**config.mk**
```make
export PLATFORM = sky130hd
export DESIGN_NAME = pc_fetch_stage
export DESIGN_NICKNAME = d
export VERILOG_FILES = /design/src/rtl/pc_fetch_stage.sv
export SDC_FILE = /design/constraint.sdc
export NUM_CORES = 1
export LEC_CHECK = 0
export CAP_MARGIN = 5
export CELL_PAD_IN_SITES_DETAIL_PLACEMENT = 1
export CELL_PAD_IN_SITES_GLOBAL_PLACEMENT = 1
export CORE_ASPECT_RATIO = 1.25
export CORE_MARGIN = 2
export CORE_UTILIZATION = 30
export CTS_BUF_LIST = sky130_fd_sc_hd__clkbuf_4 sky130_fd_sc_hd__clkbuf_8 sky130_fd_sc_hd__clkbuf_16
export CTS_CLUSTER_SIZE = 14
export DETAILED_ROUTE_END_ITERATION = 7
export HOLD_SLACK_MARGIN = 0.15
export MAX_ROUTING_LAYER = met4
export PLACE_DENSITY_LB_ADDON = 0.1
export SYNTH_ARGS = -nofsm -noshare
export SYNTH_HDL_FRONTEND = slang
export SYNTH_SLANG_ARGS = --single-unit
```
**constraint.sdc**
```tcl
create_clock -name CLK -period 2.7 [get_ports CLK]
set_clock_uncertainty 0.15 [all_clocks]
set_input_delay 0.405 -clock CLK [delete_from_list [all_inputs] [get_ports CLK]]
set_output_delay 0.405 -clock CLK [all_outputs]
set_load 0.02 [all_outputs]
```
**src/rtl/pc_fetch_stage.sv**
```systemverilog
// Program-counter register and instruction-fetch stage: fetches at CurrentPC over a
// request/ready handshake and hands instructions into the IF/ID pipeline register.
module pc_fetch_stage #(
    parameter logic [63:0] RESET_PC  = 64'h0,
    parameter logic [31:0] NOP_INSTR = 32'hD503201F,
    parameter int unsigned MAX_WAIT  = 16
) (
    input  logic        CLK,
    input  logic        Reset,
    input  logic [63:0] NextPC,
    input  logic        Stall,
    input  logic        Flush,
    input  logic        IMemReady,
    input  logic [31:0] IMemData,
    output logic        IMemReq,
    output logic [63:0] IMemAddr,
    output logic [63:0] CurrentPC,
    output logic [63:0] PCPlus4,
    output logic [63:0] IF_ID_PC,
    output logic [31:0] IF_ID_Instr,
    output logic        IF_ID_Valid,
    output logic        FetchFault
);

    typedef enum logic [1:0] {S_REQ, S_HELD, S_FAULT} state_t;

    localparam logic [7:0] WAIT_LAST = 8'(MAX_WAIT - 1);

    state_t      state;
    state_t      state_next;
    logic [31:0] instr_buf;
    logic [7:0]  wait_cnt;
    logic        aligned;
    logic        complete;
    logic        handoff;
    logic        timeout;

    assign aligned  = (CurrentPC[1:0] == 2'b00);
    assign complete = (state == S_REQ) && aligned && IMemReady;
    assign handoff  = !Flush && !Stall && (complete || (state == S_HELD));
    assign timeout  = (state == S_REQ) && aligned && !IMemReady && (wait_cnt == WAIT_LAST);

    assign IMemAddr = CurrentPC;
    assign PCPlus4  = CurrentPC + 64'd4;

    always_ff @(posedge CLK) begin
        if (Reset) state <= S_REQ;
        else       state <= state_next;
    end

    always_comb begin
        state_next = state;
        case (state)
            S_REQ: begin
                if (Flush)           state_next = S_REQ;
                else if (!aligned)   state_next = S_FAULT;
                else if (IMemReady)  state_next = Stall ? S_HELD : S_REQ;
                else if (timeout)    state_next = S_FAULT;
            end
            S_HELD: begin
                if (Flush || !Stall) state_next = S_REQ;
            end
            S_FAULT: state_next = S_FAULT;
            default: state_next = S_REQ;
        endcase
    end

    always_comb begin
        IMemReq    = !Reset && (state == S_REQ) && aligned;
        FetchFault = (state == S_FAULT);
    end

    // PC, IF/ID register, capture buffer and wait counter; everything freezes in FAULT
    always_ff @(posedge CLK) begin
        if (Reset) begin
            CurrentPC   <= RESET_PC;
            IF_ID_PC    <= 64'h0;
            IF_ID_Instr <= NOP_INSTR;
            IF_ID_Valid <= 1'b0;
            instr_buf   <= 32'h0;
            wait_cnt    <= 8'd0;
        end else if (state != S_FAULT) begin
            if (Flush) begin
                CurrentPC   <= NextPC;
                IF_ID_Valid <= 1'b0;
                IF_ID_Instr <= NOP_INSTR;
                instr_buf   <= 32'h0;
                wait_cnt    <= 8'd0;
            end else if (handoff) begin
                IF_ID_PC    <= CurrentPC;
                IF_ID_Instr <= (state == S_HELD) ? instr_buf : IMemData;
                IF_ID_Valid <= 1'b1;
                CurrentPC   <= NextPC;
                wait_cnt    <= 8'd0;
            end else begin
                if (!Stall) begin
                    IF_ID_Valid <= 1'b0;
                    IF_ID_Instr <= NOP_INSTR;
                end
                if (complete) begin
                    instr_buf <= IMemData;
                    wait_cnt  <= 8'd0;
                end else if ((state == S_REQ) && aligned) begin
                    wait_cnt  <= wait_cnt + 8'd1;
                end
            end
        end
    end

endmodule

```
==> results by group <==
STA
  – Fin crit share: 106.9%
  – Worst rel slew slack: 34.79%
  – Minimum clock period: 2886 ps
  – Max-slew violations: 0
  – Hold Violations, Final: 0
  – FMAX: 0.3465 GHz
  – Setup_tns: -2674 ps
  – Final Setup Violations: 33
  – Final setup margin: -185.6 ps
  – Unrepaired setup endpoints after global routing: true
  – Smallest hold slack: 277.7 ps
  – Tightest Pin Transition: 978.2 ps

Drt
  – DRC: 0
  – Final ANT Viol Nets: 0
  – DRT Pass-1 Iters: 4
  – Final WL: 40.73 mm
  – Number of vias per cell: 4.903
  – Total number of vias: 10260
  – Wire length per cell: 19.46 um
  – Iter 0 DRT Violations: 395

Clock network
  – CTS buffer count: 24
  – H-tree depth: 1
  – Clock buffer depth: 3
  – CTS root buf: clkbuf_16
  – Clk slew on worst S/H paths: 60 ps
  – Clk sinks: 203
  – Worst skew pair latency: 520 ps
  – TritonCTS clock tree: built

Critical path
  – Reg2reg start: CurrentPC[1]
  – Crit-path most repeated cell: buf_6
  – R2R setup slack: 360 ps
  – CP Data Required Time: 2140 ps
  – Critical path endpoint category: output port
  – Critical Path, Cell by Cell: nand4_4, nor4_4, buf_6, buf_6, nand3_4, buf_12, buf_6, nor2_4, xor2_1, buf_4
  – CP max stage cell: dfxtp_2
  – Startpoint types: flop
  – Arrival @ worst endpoint: 2330 ps
  – Reg2reg end: CurrentPC[14]
  – Worst setup path category: flop to output port
  – Cell family with the largest share of critical-path delay: buffers and inverters
  – CP peak stage delay: 360 ps
  – R2R depth: 6
  – Critical path peak fanout: 6
  – CP bufs+invs: 5

Yosys
  – Yosys top cell by area: dfxtp_1
  – Top-area cell type share of the netlist area: 43.45%
  – Synth top area cells: dfxtp_1, nand2_1, a21oi_1
  – Synth Instances: 1255
  – Synthesized Nets: 1358
  – Synth cell types: 47
  – Sequential share of the synthesized area: 43.45%
  – Synth Warn #: 0
  – Mapped cell area: 9353 um^2
  – Yosys reg bits: 203
  – Synth Area per Inst: 7.452 um^2

Floorplan
  – I/O pin count: 392
  – Die W: 161.9 um
  – Core footprint: 30810 um^2
  – Die height: 201.4 um
  – Initial Util: 30.36%
  – Die area: 32610 um^2
  – Row count: 72

Outcome
  – Outcome: finished with violations
  – Failing checks: setup timing

Min path
  – Worst Hold Launch: NextPC[4]
  – Min-delay worst type: input port to flop
  – Hold Path End: CurrentPC[4]
  – Hold path cells: 3

GRT
  – Pin count of the biggest net entering global routing: 203
  – Initial antenna violation count: 6
  – GRT Total Usage: 24.46%
  – First-pass GRT wire length: 61.42 mm
  – Vias in the first global route: 10500
  – Grt ovf: 0

Flow run
  – Max-cap viol count: 0

Place
  – GP Congestion: 0.7963
  – Cells after DPL: 2020
  – Hpwl dp: 28.35 mm
  – Pre-CTS setup slack: -277.4 ps
  – PortBufs: 391

Power and ir drop
  – Maximum vdd drop: 455.6 uV
  – Pwr/cell area: 550.8 nW/um^2
  – LEAKAGE: 6.069 nW

Finish
  – Layout Nets: 1766
  – Layout cell share with drive strength beyond 1: 21.31%
  – Final Non-Filler Cells: 2093
  – FILL cells: 3626
  – Area growth from synthesis to layout: 66.27%
-- how the worst max path moves through the flow --
stage / from / to / cells past startpoint
after floorplan: CurrentPC[14] / PCPlus4[54] / 6
after global placement: CurrentPC[17] / PCPlus4[54] / 6
after detailed placement: CurrentPC[17] / PCPlus4[63] / 6
after CTS: CurrentPC[29] / PCPlus4[54] / 7
after global routing: CurrentPC[21] / PCPlus4[32] / 9
final: CurrentPC[17] / PCPlus4[51] / 10
-- cells by family (layout without fill, tap and decap cells) --
kind of cell	Yosys count	count (layout)	synth area share (%)
and+or+nand+nor	587	587	27.50
AOI/OAI and AO/OA	244	244	13.78
xor gates and xnor gates	60	60	5.619
buffers and inverters	159	584	9.378
DFF	203	203	43.45
other	0	6	0
adders and majority gates	2	2	0.2675
-- layout by cell type, fill, tap and decap left out, types with 4 or more instances in the layout --
master           netlist  layout
or2_1                  4       4
nor2_1                58      39
buf_6                  0      26
a31oi_1               13      13
and4_1                 8       4
nand4_1               20      20
clkbuf_8               0       6
nor3_1                17       5
nand2_1              374     369
dfxtp_2                0      27
nor3_4                 0      10
nand3_1               63      50
nor2_2                 0       5
xor2_1                25      25
diode_2                0       6
xnor2_1               35      26
clkbuf_16              0      25
buf_4                 70     145
clkinv_2               0       8
xnor2_2                0       9
a21oi_1              215     214
dfxtp_1              203     175
nand3_4                0      10
nand2b_1               4       4
and3_1                11       9
and4_4                 0       4
buf_12                 0      11
clkdlybuf4s50_1        0     331
inv_1                  9       9
buf_2                 12       7
or2_2                  9       9
nor2_4                 0      14
dlygate4sd2_1          0       4
nand3_2                2       5
-- state kept, by name, summed over array words and instances, names as in the netlist --
register / flops
IF_ID_Valid: 1
instr_buf: 32
state: 2
CurrentPC: 64
wait_cnt: 8
IF_ID_Instr: 32
IF_ID_PC: 64
-- worst reg2reg max path: stages (launching register included) --
cell and delay (ps):
dfxtp_1 470, or3b_1 300, a21boi_4 140, a21oi_4 590, buf_12 280, nand2_1 90, a21oi_1 210
-- stage by stage --
| stage | utilization (%) | total power [mW] | area (um^2) |
|---|---|---|---|
| after floorplan | - | 4.190 | 9353 |
| after global placement | 45.25 | 5.106 | 13940 |
| after detailed placement | 45.25 | 5.127 | 13940 |
| after CTS | 49.23 | 8.642 | 15170 |
| after global routing | 50.48 | 8.914 | 15550 |
| final | 50.48 | 8.566 | 15550 |
-- metal layers --
metal	global-route usage (%)	vias to the layer above	wire (um)
li1	-	4917	-
met1	27.80	5021	16650
met2	43.21	276	20920
met3	5.154	48	2260
met4	6.858	0	903
met5	-	-	0
-- report_power, final --
part / switching (mW) / internal [mW] / total [mW]
clock network: 1.36 / 2.14 / 3.50
registers: 0.0858 / 3.13 / 3.21
logic: 1.05 / 0.800 / 1.85
-- timing repair --
action / CTS / global route
resized for setup: 336 / 99
setup buffers: 10 / 15
pin swaps: 41 / 54
hold buffers: 1 / 0
endpoints found under the hold margin: 1 / 0
endpoints found under the setup margin: 58 / 56
-- synthesized netlist by cell type (all sizes together) --
cell / n
nand2: 374
a21oi: 215
dfxtp: 203
buf: 86
nand3: 65
clkbuf: 63
nor2: 58
xnor2: 35
xor2: 25
nand4: 21
nor3: 17
a31oi: 13
or2: 13
and3: 11
inv: 10
and4: 9
nor4: 7
nand2b: 4
o21ai: 4
a311oi: 3
and2: 2
ha: 2
o21a: 2
or3: 2
a2111oi: 1
a211oi: 1
a21bo: 1
a21boi: 1
a21o: 1
a22o: 1
nor2b: 1
o211ai: 1
or3b: 1
or4: 1
or4b: 1
-- cell type report --
| cell class | count | area [um^2] | area share, % |
|---|---|---|---|
| diodes | 6 | 15.01 | 0.09655 |
| flip-flops and latches | 203 | 4101 | 26.37 |
| clock buffers | 32 | 715.7 | 4.602 |
| well taps | 407 | 509.2 | 3.275 |
| repair buffers | 531 | 5055 | 32.50 |
| multi-input cells | 893 | 4987 | 32.07 |
| clock inverters | 11 | 130.1 | 0.8368 |
| inverters | 10 | 37.54 | 0.2414 |
(Power assumes the default switching activity.)
